--- config.mk ---
export PLATFORM = sky130hd
export DESIGN_NAME = branch_resolve_stage_flat
export DESIGN_NICKNAME = d
export VERILOG_FILES = /design/src/rtl/branch_resolve_stage_if.sv /design/src/rtl/branch_resolve_stage.sv /design/src/flat_wrapper.sv
export SDC_FILE = /design/constraint.sdc
export NUM_CORES = 1
export LEC_CHECK = 0
export ABC_AREA = 1
export CELL_PAD_IN_SITES_DETAIL_PLACEMENT = 1
export CELL_PAD_IN_SITES_GLOBAL_PLACEMENT = 1
export CORE_MARGIN = 1.5
export CORE_UTILIZATION = 39
export CTS_BUF_LIST = sky130_fd_sc_hd__clkbuf_2 sky130_fd_sc_hd__clkbuf_4 sky130_fd_sc_hd__clkbuf_8
export CTS_CLUSTER_SIZE = 16
export DETAILED_ROUTE_END_ITERATION = 16
export GPL_ROUTABILITY_DRIVEN = 1
export PLACE_DENSITY = 0.95
export REMOVE_ABC_BUFFERS = 1
export SLEW_MARGIN = 15
export SYNTH_ARGS = -nofsm -noshare
export SYNTH_HDL_FRONTEND = slang
export SYNTH_SLANG_ARGS = --single-unit
--- constraint.sdc ---
create_clock -name clk -period 3.47 [get_ports clk]
set_input_delay 0.347 -clock clk [delete_from_list [all_inputs] [get_ports clk]]
set_output_delay 0.347 -clock clk [all_outputs]
set_load 0.02 [all_outputs]
--- src/rtl/branch_resolve_stage_if.sv ---
// Handshake and payload bundle between the execute adder, the branch resolve stage and writeback/redirect.
interface branch_resolve_stage_if #(
    parameter int XLEN = 32
);
    logic            in_valid;
    logic            in_ready;
    logic [1:0]      in_op;
    logic [2:0]      in_funct3;
    logic            in_n;
    logic            in_z;
    logic            in_c;
    logic            in_v;
    logic [XLEN-1:0] in_pc;
    logic [XLEN-1:0] in_imm;

    logic            out_valid;
    logic            out_ready;
    logic            out_taken;
    logic [XLEN-1:0] out_target;
    logic [XLEN-1:0] out_result;
    logic            out_misalign;

    modport master (
        output in_valid, in_op, in_funct3, in_n, in_z, in_c, in_v, in_pc, in_imm,
        input  in_ready,
        input  out_valid, out_taken, out_target, out_result, out_misalign,
        output out_ready
    );

    modport slave (
        input  in_valid, in_op, in_funct3, in_n, in_z, in_c, in_v, in_pc, in_imm,
        output in_ready,
        output out_valid, out_taken, out_target, out_result, out_misalign,
        input  out_ready
    );
endinterface

--- src/rtl/branch_resolve_stage.sv ---
// Resolves RISC-V branches and SLT/SLTU from subtract-adder flags, computes pc+imm, and queues results in a 2-entry skid buffer.
// Define BRANCH_RESOLVE_STATS_EN to add the stat_branches / stat_taken counters.
module branch_resolve_stage #(
    parameter int XLEN = 32
) (
    input  logic clk,
    input  logic rst_n,
    branch_resolve_stage_if.slave io_bus
`ifdef BRANCH_RESOLVE_STATS_EN
    ,
    output logic [31:0] stat_branches,
    output logic [31:0] stat_taken
`endif
);

    typedef struct packed {
        logic            is_branch;
        logic            taken;
        logic            misalign;
        logic            result;
        logic [XLEN-1:0] target;
    } entry_t;

    logic            w_eq;
    logic            w_lt;
    logic            w_ltu;
    logic            w_cond;
    logic            w_is_branch;
    logic            w_taken;
    logic            w_result;
    logic [XLEN-1:0] w_target;
    entry_t          w_new;

    logic [1:0]      r_count;
    logic            r_in_ready;
    entry_t          r_ent [2];

    logic            w_push;
    logic            w_pop;
    logic [1:0]      w_count_next;
    logic [1:0]      w_wr_idx;
    logic [1:0]      w_wr_en;

    assign w_eq  = io_bus.in_z;
    assign w_lt  = io_bus.in_n ^ io_bus.in_v;
    assign w_ltu = ~io_bus.in_c;

    always_comb begin
        w_cond = 1'b0;
        case (io_bus.in_funct3)
            3'b000:  w_cond = w_eq;
            3'b001:  w_cond = ~w_eq;
            3'b100:  w_cond = w_lt;
            3'b101:  w_cond = ~w_lt;
            3'b110:  w_cond = w_ltu;
            3'b111:  w_cond = ~w_ltu;
            default: w_cond = 1'b0;
        endcase
    end

    assign w_is_branch = (io_bus.in_op == 2'b01);
    assign w_taken     = w_is_branch & w_cond;
    assign w_target    = io_bus.in_pc + io_bus.in_imm;

    always_comb begin
        w_result = 1'b0;
        case (io_bus.in_op)
            2'b10:   w_result = w_lt;
            2'b11:   w_result = w_ltu;
            default: w_result = 1'b0;
        endcase
    end

    always_comb begin
        w_new           = '0;
        w_new.is_branch = w_is_branch;
        w_new.taken     = w_taken;
        w_new.misalign  = w_taken & (w_target[1:0] != 2'b00);
        w_new.result    = w_result;
        w_new.target    = w_target;
    end

    // in_ready is a register, so out_ready never reaches it combinationally.
    assign w_push       = io_bus.in_valid & r_in_ready;
    assign w_pop        = (r_count != 2'd0) & io_bus.out_ready;
    assign w_count_next = r_count + {1'b0, w_push} - {1'b0, w_pop};
    assign w_wr_idx     = r_count - {1'b0, w_pop};

    genvar gi;
    generate
        for (gi = 0; gi < 2; gi++) begin : g_wr_en
            assign w_wr_en[gi] = w_push & (w_wr_idx == 2'(gi));
        end
    endgenerate

    always_ff @(posedge clk or negedge rst_n) begin
        if (!rst_n) begin
            r_count    <= 2'd0;
            r_in_ready <= 1'b1;
        end else begin
            r_count    <= w_count_next;
            r_in_ready <= (w_count_next != 2'd2);
        end
    end

    // Slot 0 is always the head; a pop shifts slot 1 down unless the new op lands there.
    always_ff @(posedge clk or negedge rst_n) begin
        if (!rst_n) begin
            for (int i = 0; i < 2; i++) begin
                r_ent[i] <= '0;
            end
        end else begin
            if (w_wr_en[0]) begin
                r_ent[0] <= w_new;
            end else if (w_pop) begin
                r_ent[0] <= r_ent[1];
            end
            if (w_wr_en[1]) begin
                r_ent[1] <= w_new;
            end
        end
    end

    assign io_bus.in_ready     = r_in_ready;
    assign io_bus.out_valid    = (r_count != 2'd0);
    assign io_bus.out_taken    = r_ent[0].taken;
    assign io_bus.out_misalign = r_ent[0].misalign;
    assign io_bus.out_target   = r_ent[0].target;
    assign io_bus.out_result   = {{(XLEN-1){1'b0}}, r_ent[0].result};

`ifdef BRANCH_RESOLVE_STATS_EN
    logic [31:0] r_stat_branches;
    logic [31:0] r_stat_taken;

    always_ff @(posedge clk or negedge rst_n) begin
        if (!rst_n) begin
            r_stat_branches <= 32'd0;
            r_stat_taken    <= 32'd0;
        end else if (w_pop && r_ent[0].is_branch) begin
            r_stat_branches <= r_stat_branches + 32'd1;
            if (r_ent[0].taken) begin
                r_stat_taken <= r_stat_taken + 32'd1;
            end
        end
    end

    assign stat_branches = r_stat_branches;
    assign stat_taken    = r_stat_taken;
`else
    logic w_unused_head_is_branch;
    assign w_unused_head_is_branch = r_ent[0].is_branch;
`endif

endmodule

--- src/flat_wrapper.sv ---
// flat-port wrapper written by rule: the top's interface ports become plain ports
module branch_resolve_stage_flat 
#(
    parameter int XLEN = 32
)
  (clk, rst_n, io_bus_in_valid, io_bus_in_op, io_bus_in_funct3, io_bus_in_n, io_bus_in_z, io_bus_in_c, io_bus_in_v, io_bus_in_pc, io_bus_in_imm, io_bus_in_ready, io_bus_out_valid, io_bus_out_taken, io_bus_out_target, io_bus_out_result, io_bus_out_misalign, io_bus_out_ready);
  branch_resolve_stage_if #(.XLEN(XLEN)) io_bus_i ();
  input  logic clk;
  input  logic rst_n;
  input wire logic [$bits(io_bus_i.in_valid)-1:0] io_bus_in_valid;
  input wire logic [$bits(io_bus_i.in_op)-1:0] io_bus_in_op;
  input wire logic [$bits(io_bus_i.in_funct3)-1:0] io_bus_in_funct3;
  input wire logic [$bits(io_bus_i.in_n)-1:0] io_bus_in_n;
  input wire logic [$bits(io_bus_i.in_z)-1:0] io_bus_in_z;
  input wire logic [$bits(io_bus_i.in_c)-1:0] io_bus_in_c;
  input wire logic [$bits(io_bus_i.in_v)-1:0] io_bus_in_v;
  input wire logic [$bits(io_bus_i.in_pc)-1:0] io_bus_in_pc;
  input wire logic [$bits(io_bus_i.in_imm)-1:0] io_bus_in_imm;
  output wire logic [$bits(io_bus_i.in_ready)-1:0] io_bus_in_ready;
  output wire logic [$bits(io_bus_i.out_valid)-1:0] io_bus_out_valid;
  output wire logic [$bits(io_bus_i.out_taken)-1:0] io_bus_out_taken;
  output wire logic [$bits(io_bus_i.out_target)-1:0] io_bus_out_target;
  output wire logic [$bits(io_bus_i.out_result)-1:0] io_bus_out_result;
  output wire logic [$bits(io_bus_i.out_misalign)-1:0] io_bus_out_misalign;
  input wire logic [$bits(io_bus_i.out_ready)-1:0] io_bus_out_ready;
  assign io_bus_i.in_valid = io_bus_in_valid;
  assign io_bus_i.in_op = io_bus_in_op;
  assign io_bus_i.in_funct3 = io_bus_in_funct3;
  assign io_bus_i.in_n = io_bus_in_n;
  assign io_bus_i.in_z = io_bus_in_z;
  assign io_bus_i.in_c = io_bus_in_c;
  assign io_bus_i.in_v = io_bus_in_v;
  assign io_bus_i.in_pc = io_bus_in_pc;
  assign io_bus_i.in_imm = io_bus_in_imm;
  assign io_bus_in_ready = io_bus_i.in_ready;
  assign io_bus_out_valid = io_bus_i.out_valid;
  assign io_bus_out_taken = io_bus_i.out_taken;
  assign io_bus_out_target = io_bus_i.out_target;
  assign io_bus_out_result = io_bus_i.out_result;
  assign io_bus_out_misalign = io_bus_i.out_misalign;
  assign io_bus_i.out_ready = io_bus_out_ready;
  branch_resolve_stage #(.XLEN(XLEN)) u_core (.clk(clk), .rst_n(rst_n), .io_bus(io_bus_i));
endmodule
==> results of run 1 <==
[final cells by class]
class	instances	area, um^2
flip-flops and latches	73	1830
clock inverters	7	103
fillers	2059	7960
multi-input cells	674	3220
well taps	188	235
inverters	147	552
repair buffers	120	1180
clock buffers	9	124
[layer usage]
metal / global-route usage [%] / vias to the layer above
li1: - / 2973
met1: 29.5 / 2953
met2: 43.4 / 148
met3: 3.92 / 32
met4: 8.39 / 0
met5: 0 / -
[critical path: cells and delay by family (launching register included)]
family,cells,cell delay (ps)
adder cells (fa/ha/maj),1,380
buffers and inverters,4,880
flip-flops,1,390
AND/OR/NAND/NOR,5,690
[power groups by stage]
stage,sequential [mW],clock (mW),combinational (mW)
final,1.51,0.804,2.41
after global routing,1.55,0.844,2.69
after CTS,1.51,0.810,2.43
after detailed placement,1.52,0,2.41
after global placement,1.50,0,2.29
after floorplan,1.67,0,1.21
[per-stage QoR]
stage          utilization, %  hold WS [ps]  setup WS (ps)  instance area (um^2)
2_1_floorplan               -          51.4            251                  5600
3_3_place_gp             46.1           464            883                  7020
3_5_place_dp             46.1           468            756                  7020
4_1_cts                  47.6           162           1050                  7240
5_1_grt                  47.6           175            799                  7240
6_report                 47.6          71.6           1070                  7240
[placed cells by master, fill, tap and decap left out, drive strengths merged]
| cell | instances |
|---|---|
| clkdlybuf4s50 | 112 |
| o211ai | 7 |
| o21bai | 2 |
| nand2 | 372 |
| ha | 33 |
| nand3b | 3 |
| nor3 | 4 |
| xnor2 | 10 |
| xor2 | 7 |
| clkbuf | 9 |
| buf | 8 |
| inv | 149 |
| dfrtp | 72 |
| nand4 | 5 |
| conb | 31 |
| fa | 1 |
| nand3 | 100 |
| nor2 | 47 |
| or2 | 3 |
| and2 | 1 |
| o311ai | 1 |
| a21oi | 27 |
| a21o | 1 |
| bufinv | 2 |
| clkinv | 3 |
| dfstp | 1 |
| o21ai | 19 |
[path summary, 6_finish.rpt]
check | start | to | slack, ps | cells after the start
min in group clk | u_core.r_ent[16] | u_core.r_ent[16] | 490 | 2
max | u_core.r_count[0] | u_core.io_bus.out_target[16] | 1070 | 10
min | rst_n | u_core.r_ent[20] | 70 | 1
min reg2reg | u_core.r_ent[16] | u_core.r_ent[16] | 490 | 2
max in group asynchronous | rst_n | u_core.io_bus.out_misalign | 2710 | 1
max reg2reg | u_core.r_count[0] | u_core.io_bus.out_target[16] | 1070 | 10
[flip-flops by register name, indices dropped and copies added, names as in the netlist]
register                    count
u_core.io_bus.out_taken         1
u_core.r_ent                   35
u_core.r_count                  2
u_core.io_bus.in_ready          1
u_core.io_bus.out_result        1
u_core.io_bus.out_target       32
u_core.io_bus.out_misalign      1
[logic make-up after synthesis]
| logic type | synth area share, % |
|---|---|
| adder cells (fa/ha/maj) | 7.11 |
| XOR/XNOR | 2.45 |
| AO/OA/AOI/OAI | 5.16 |
| AND/OR/NAND/NOR | 36.3 |
| flip-flops | 30.0 |
| buffers and inverters | 18.9 |
| other | 0.0616 |
==> impl_metrics.csv, run 1 <==
group,metric,value,unit
die,std_cell_rows,45,
routing,postRouteAntennaNets,0,
power_and_ir_drop,pwr-share-clk,17.0,%
routing,wl_per_cell,15.6,um
setup_path,max_stage_delay,390,ps
yosys,synth-seq-cells,73,
clock_tree,cts_setup_buffers,0,
die,die-area,16400,um^2
setup_path,cp.required,3790,ps
die,initial_core_util,40.0,%
yosys,ys_top_cells_by_count,"nand2_1, inv_1, nand3_1",
power_and_ir_drop,leakage,4.05,nW
routing,highest_layer,"met4",
clock_tree,clk_root_buffer_cell,"clkbuf_8",
routing,detail_route.vias_per_cell,5.01,
routing,num_vias,6106,
yosys,synth_top_area_cell,"dfrtp_1",
routing,m1WireLength,8240,um
global_route,grt_pass1_wl,31300,um
clock_tree,holdBufCountCts,0,
yosys,synth.most_common_cell,"nand2_1",
sta,hold_violations,0,
yosys,synth_async_sr_flop_share,100,%
sta,clock.fmax,417,MHz
routing,dr_wl_met2,9480,um
setup_path,path_class,"flop to flop",
setup_path,crit_path_cell_trace,"nor2_1 > inv_1 > nand2_1 > inv_1 > ha_1 > nand4_2 > inv_1 > buf_4 > nand3_1 > nand3_1",
global_route,grt_pass1_vias,6438,
sta,worst_pin_slew,997,ps
power_and_ir_drop,powerDensity,652,nW/um^2
finish,diodes,0,
power_and_ir_drop,swShare,44.8,%
finish,fin_nets,1136,
finish,instances_no_fill,1218,
sta,finalSetupViolCount,0,
hold_path,hold_path_class,"input port to async pin",
routing,firstDrtPassIters,5,
yosys,yosysWarningCount,0,
setup_path,critPathSlowestCell,"dfrtp_1",
yosys,synth.top_cell.area_share,29.6,%
yosys,synth.top_cells.by_area,"dfrtp_1, nand2_1, inv_1",
die,die_y,128,um
yosys,netlist_area,6090,um^2
clock_tree,cts_buffers,9,
routing,wirelength,19000,um
finish,area_delta_synth_final,18.9,%
global_route,grt_max_degree,74,
yosys,syn_area_per_cell,6.42,um^2
clock_tree,htreeDepth,3,
run_status,outcome,"finished clean",
yosys,seq_area_frac_synth,30.0,%
power_and_ir_drop,max-vdd-ir-drop,0.294,mV
setup_path,critPathArrivalTime,2720,ps
yosys,ys.flop_type,"dfrtp_1",
sta,rsz0062_at_grt,"no",
clock_tree,ctsLongestPathBuffers,2,
power_and_ir_drop,p_switching,2.11,mW
setup_path,crit_fanout,17,
power_and_ir_drop,total_power,4.72,mW
placed_design,place.gp.congestion,0.930,
setup_path,end_kind,"flop",
die,core_area,15200,um^2
finish,drive_above_1_share,3.40,%
sta,slew_headroom,33.5,%
setup_path,critPathLaunchType,"flop",
routing,dr_wl_met3,825,um
yosys,synthCells,948,
sta,min_period_over_period,69.2,%
placed_design,io_buffers,113,
yosys,ys_types,33,
clock_tree,ctsResizeCount,0,
yosys,synth_edf_count,0,
sta,finalMaxSlewViolations,0,
power_and_ir_drop,p_comb_share,51.1,%
run,max_cap_violations,0,
placed_design,post-place-cells,1202,
sta,setup_tns,0,ps
sta,finClkSkew,12.7,ps
power_and_ir_drop,internal_power,2.61,mW
clock_tree,cts.sinks,73,
routing,drc,0,
global_route,grt-ovfl-total,0,
routing,drt_iter0_drc,317,
clock_tree,cts_tree,"yes",
die,ios,145,
sta,final.min_clock_period,2400,ps
setup_path,cpMostUsedCell,"inv_1",
placed_design,dp_hpwl,14600,um
clock_tree,clkLatencyLatePin,380,ps
power_and_ir_drop,seqPwrFrac,31.9,%
clock_tree,clk_transition_reported_paths,90,ps
die,die_w,128,um
global_route,antenna_found_initial,0,
global_route,grt_usage,24.3,%
Note: power is estimated with default switching activity, not from simulation.
==> run 2: changes to the inputs <==
--- a/config.mk
+++ b/config.mk
@@ -9,12 +9,12 @@
 export CELL_PAD_IN_SITES_DETAIL_PLACEMENT = 1
 export CELL_PAD_IN_SITES_GLOBAL_PLACEMENT = 1
 export CORE_MARGIN = 1.5
-export CORE_UTILIZATION = 39
+export CORE_UTILIZATION = 36
 export CTS_BUF_LIST = sky130_fd_sc_hd__clkbuf_2 sky130_fd_sc_hd__clkbuf_4 sky130_fd_sc_hd__clkbuf_8
 export CTS_CLUSTER_SIZE = 16
 export DETAILED_ROUTE_END_ITERATION = 16
 export GPL_ROUTABILITY_DRIVEN = 1
-export PLACE_DENSITY = 0.95
+export PLACE_DENSITY = 0.94
 export REMOVE_ABC_BUFFERS = 1
 export SLEW_MARGIN = 15
 export SYNTH_ARGS = -nofsm -noshare
==> constraint.sdc (replaced) <==
create_clock -name clk -period 2.4 [get_ports clk]
set_input_delay 0.24 -clock clk [delete_from_list [all_inputs] [get_ports clk]]
set_output_delay 0.24 -clock clk [all_outputs]
set_load 0.02 [all_outputs]
==> impl_metrics.csv, run 2 (same netlist as run 1, synthesis figures left out) <==
group,metric,value,unit
clock_tree,cts_buffers,9,
global_route,grt_pass1_wl,31600,um
power_and_ir_drop,swShare,44.3,%
placed_design,dp_hpwl,15000,um
sta,min_period_over_period,89.7,%
die,die_y,133,um
setup_path,end_kind,"flop",
sta,finalSetupViolCount,0,
global_route,antenna_found_initial,0,
clock_tree,clkLatencyLatePin,380,ps
routing,detail_route.vias_per_cell,4.86,
global_route,met2_usage,39.4,%
sta,finClkSkew,14.6,ps
finish,fin_nets,1144,
power_and_ir_drop,leakage,4.10,nW
die,core_area,16500,um^2
run_status,outcome,"finished clean",
routing,wirelength,19200,um
global_route,grt_pass1_vias,6445,
power_and_ir_drop,p_comb_share,52.4,%
power_and_ir_drop,pwr-share-clk,16.5,%
global_route,grtUsageMet1,27.3,%
placed_design,io_buffers,113,
power_and_ir_drop,total_power,6.98,mW
finish,final_common_cell,"nand2_1",
placed_design,place.gp.congestion,0.889,
placed_design,post-place-cells,1241,
power_and_ir_drop,p_switching,3.09,mW
setup_path,path_class,"flop to flop",
routing,drc,0,
routing,drt_iter0_drc,251,
setup_path,crit_fanout,21,
run,max_cap_violations,0,
global_route,grt_max_degree,74,
sta,hold_violations,0,
finish,layout_common_cells,"nand2_1, inv_1, clkdlybuf4s50_1",
finish,drive_above_1_share,4.05,%
power_and_ir_drop,seqPwrFrac,31.1,%
die,die_w,133,um
sta,rsz0062_at_grt,"no",
clock_tree,cts_tree,"yes",
setup_path,cp.required,2710,ps
routing,postRouteAntennaNets,0,
routing,wl_per_cell,15.2,um
clock_tree,htreeDepth,3,
finish,regMostFlops,"u_core.r_ent",
finish,largest_reg_flops,35,
clock_tree,ctsResizeCount,0,
hold_path,hold_path_class,"input port to async pin",
die,std_cell_rows,47,
finish,diodes,0,
die,die-area,17700,um^2
global_route,grt_busiest_layer,"met2",
clock_tree,cts.sinks,73,
global_route,grt-ovfl-total,0,
sta,final.min_clock_period,2150,ps
power_and_ir_drop,powerDensity,942,nW/um^2
setup_path,critPathArrivalTime,2460,ps
clock_tree,ctsLongestPathBuffers,2,
global_route,use_met3,3.49,%
routing,firstDrtPassIters,4,
sta,clock.fmax,465,MHz
global_route,grt_usage,22.6,%
finish,fillers,2195,
finish,instances_no_fill,1258,
finish,area_delta_synth_final,21.6,%
die,ios,145,
clock_tree,clk_transition_reported_paths,80,ps
setup_path,critPathLaunchType,"flop",
sta,finalMaxSlewViolations,0,
clock_tree,clk_root_buffer_cell,"clkbuf_8",
routing,num_vias,6120,
power_and_ir_drop,internal_power,3.89,mW
power_and_ir_drop,max-vdd-ir-drop,0.398,mV
die,initial_core_util,36.8,%
==> run 2: changes by cell type in the layout (fill, tap and decap cells not counted) <==
cell           before  now
buf_12              0    5
buf_4               8   10
clkinv_4            2    0
clkinvlp_4          0    2
inv_6               1    3
clkinv_2            1    0
dlygate4sd3_1       0    1
inv_8               1    0
==> run 2: worst max-delay path, cell delays in order, from the launching register on <==
cell and delay, ps:
dfrtp_1 400, nor2_1 90, inv_1 50, nand2_1 80
inv_1 60, ha_1 370, nand4_2 220, inv_1 390
buf_12 230, nand3_1 120, nand3_1 80
==> run 2: worst paths after layout <==
path                                                   from  slack, ps  depth (start not counted)                            to
worst max-delay path                      u_core.r_count[1]        250                         10  u_core.io_bus.out_target[17]
worst min-delay path                                  rst_n        380                          3   u_core.io_bus.out_target[5]
worst max register to register            u_core.r_count[1]        250                         10  u_core.io_bus.out_target[17]
worst min register to register  u_core.io_bus.out_target[3]        480                          2   u_core.io_bus.out_target[3]
max in group asynchronous                             rst_n       1600                          3        u_core.io_bus.in_ready
min in group clk                u_core.io_bus.out_target[3]        480                          2   u_core.io_bus.out_target[3]
==> run 2: cell type report <==
type	count	area [um^2]	share of cell area [%]
Multi-Input combinational cell	674	3220	43.5
Sequential cell	73	1830	24.7
Timing Repair Buffer	128	1310	17.6
Inverter	147	552	7.45
Tap cell	220	275	3.72
Clock buffer	9	124	1.67
Clock inverter	7	101	1.37
==> run 2: per-layer routing <==
layer / up-vias / part of all wire (%)
li1: 2981 / -
met2: 170 / 49
met4: 0 / 3.5
met3: 45 / 5.2
met1: 2924 / 42
met5: - / 0
==> run 2: per-stage QoR <==
stage | TNS [ps] | setup slack [ps] | instance area [um^2] | util (%) | hold WS (ps)
6_report | 0 | 248 | 7410 | 44.8 | 384
5_1_grt | 0 | 11.5 | 7410 | 44.8 | 436
4_1_cts | 0 | 230 | 7410 | 44.8 | 423
3_5_place_dp | -35.2 | -34.2 | 7170 | 43.4 | 284
3_3_place_gp | 0 | 64.1 | 7170 | 43.4 | 293
2_1_floorplan | -40970 | -819 | 5600 | - | -55.6
==> run 2: power groups by stage <==
stage | sequential [mW] | clock [mW] | combinational (mW)
after floorplan | 2.41 | 0 | 1.75
after global placement | 2.16 | 0 | 3.48
after detailed placement | 2.19 | 0 | 3.65
after CTS | 2.17 | 1.18 | 3.68
after global routing | 2.23 | 1.22 | 4.04
final | 2.17 | 1.15 | 3.65
==> run 2: timing repair <==
item / CTS / global route
hold buffers: 1 / 0
hold endpoints to repair: 72 / 0
buffers inserted: 0 / 0
==> run 3: changes to the inputs <==
--- a/config.mk
+++ b/config.mk
@@ -14,7 +14,7 @@
 export CTS_CLUSTER_SIZE = 16
 export DETAILED_ROUTE_END_ITERATION = 16
 export GPL_ROUTABILITY_DRIVEN = 1
-export PLACE_DENSITY = 0.94
+export PLACE_DENSITY = 0.92
 export REMOVE_ABC_BUFFERS = 1
 export SLEW_MARGIN = 15
 export SYNTH_ARGS = -nofsm -noshare
==> impl_metrics.csv, run 3 (same netlist as run 1, synthesis figures left out) <==
group,metric,value,unit
sta,setup_tns,0,ps
placed_design,dp_hpwl,14800,um
routing,detail_route.vias_per_cell,4.81,
sta,whs,-17.2,ps
clock_tree,ctsLongestPathBuffers,2,
clock_tree,cts_buffers,9,
setup_path,crit_buf_inv,4,
setup_path,reg2reg_setup_slack,250,ps
clock_tree,cts.sinks,73,
clock_tree,htreeDepth,3,
clock_tree,ctsResizeCount,0,
hold_path,hold_path_class,"input port to async pin",
setup_path,critPathLaunchType,"flop",
sta,finalMaxSlewViolations,0,
clock_tree,clkLatencyLatePin,380,ps
finish,drive_above_1_share,3.86,%
die,std_cell_rows,47,
setup_path,cp.required,2710,ps
sta,min_period_over_period,89.7,%
power_and_ir_drop,leakage,4.05,nW
global_route,grt-ovfl-total,0,
clock_tree,cts_tree,"yes",
die,die-area,17700,um^2
finish,diodes,0,
finish,layout_common_cells,"nand2_1, inv_1, clkdlybuf4s50_1",
global_route,grt_pass1_vias,6211,
placed_design,postPlaceCellArea,7120,um^2
finish,area_delta_synth_final,20.0,%
placed_design,place.gp.congestion,0.936,
sta,rsz0062_at_grt,"no",
routing,drt_iter0_drc,319,
sta,finClkSkew,11.0,ps
setup_path,crit_fanout,16,
sta,final.min_clock_period,2150,ps
global_route,met2_usage,38.4,%
die,die_y,133,um
setup_path,crit_family,"buffers and inverters",
setup_path,crit_path_cell_trace,"nor2_1 > inv_1 > nand2_1 > inv_1 > ha_1 > nand4_2 > inv_1 > buf_12 > nand3_1 > nand3_1",
sta,finalSetupViolCount,0,
finish,largest_reg_flops,35,
routing,postRouteAntennaNets,0,
routing,drc,0,
setup_path,cpMostUsedCell,"inv_1",
run_status,violations,"negative hold slack",
power_and_ir_drop,max-vdd-ir-drop,0.479,mV
finish,fillers,2181,
clock_tree,clk_transition_reported_paths,90,ps
finish,multiInputGateArea,3220,um^2
routing,wirelength,18700,um
sta,clock.fmax,464,MHz
run_status,outcome,"finished with violations",
global_route,use_met3,2.61,%
sta,worst_pin_slew,985,ps
global_route,grt_pass1_wl,30300,um
global_route,grt_busiest_layer,"met2",
setup_path,critPathSlowestCell,"dfrtp_1",
global_route,grt_usage,21.8,%
setup_path,path_class,"flop to flop",
clock_tree,clk_root_buffer_cell,"clkbuf_8",
power_and_ir_drop,powerDensity,915,nW/um^2
global_route,antenna_found_initial,0,
routing,firstDrtPassIters,4,
die,initial_core_util,36.8,%
run,max_cap_violations,0,
setup_path,max_stage_delay,390,ps
finish,fin_util,44.2,%
placed_design,io_buffers,113,
finish,final_common_cell,"nand2_1",
clock_tree,cts_setup_buffers,0,
finish,regArea,1830,um^2
global_route,grt_max_degree,74,
placed_design,place_ws,48.2,ps
clock_tree,holdBufCountCts,0,
sta,hold_violations,6,
die,die_w,133,um
routing,wl_per_cell,14.9,um
die,core_area,16500,um^2
sta,slew_headroom,34.4,%
setup_path,end_kind,"flop",
routing,num_vias,6041,
global_route,grtUsageMet1,27.1,%
finish,postLayoutCellArea,7300,um^2
die,ios,145,
finish,regMostFlops,"u_core.r_ent",
finish,fin_nets,1141,
sta,fin_ws,247,ps
setup_path,critPathArrivalTime,2470,ps
==> run 3: cell types whose count changed in the layout (fill, tap and decap cells not counted) <==
cell and delta:
buf_12 -3, buf_4 +1, bufinv_16 -2, clkbuf_4 +1, clkbuf_8 +2, clkinv_2 +1, clkinvlp_4 +1, dlygate4sd3_1 -1
inv_6 -3
==> run 3: final timing paths <==
path,from,endpoint,depth (start not counted)
hold reg to reg,u_core.io_bus.out_target[3],u_core.io_bus.out_target[3],2
setup reg to reg,u_core.r_count[0],u_core.io_bus.out_target[17],10
hold / removal,rst_n,u_core.io_bus.out_target[5],1
max in group asynchronous,rst_n,u_core.r_ent[31],1
setup / recovery,u_core.r_count[0],u_core.io_bus.out_target[17],10
min in group clk,u_core.io_bus.out_target[3],u_core.io_bus.out_target[3],2
==> run 3: power breakdown <==
| group | internal (mW) | leakage [nW] | switching (mW) |
|---|---|---|---|
| Clock | 0.442 | 0.0880 | 0.525 |
| Sequential | 1.82 | 0.916 | 0.345 |
| Combinational | 1.42 | 3.05 | 2.14 |
==> run 3: layer usage <==
metal / vias to the layer above / share of wire, %
li1: 2983 / -
met1: 2882 / 43
met2: 144 / 50
met3: 32 / 4.4
met4: 0 / 2.2
met5: - / 0
==> run 3: metrics by stage <==
step | power, mW | std cells
detailed placement | 5.76 | 1239
finish | 6.69 | 1255
floorplan | 4.16 | 894
CTS | 6.74 | 1255
global route | 7.21 | 1255
global placement | 5.58 | 1239
==> run 3: final cells by class <==
| cell class | instances | area share, % |
|---|---|---|
| Tap cell | 220 | 3.77 |
| Multi-Input combinational cell | 674 | 44.1 |
| Timing Repair Buffer | 125 | 17.0 |
| Clock buffer | 12 | 2.18 |
| Inverter | 147 | 7.55 |
| Sequential cell | 73 | 25.0 |
| Clock inverter | 4 | 0.377 |
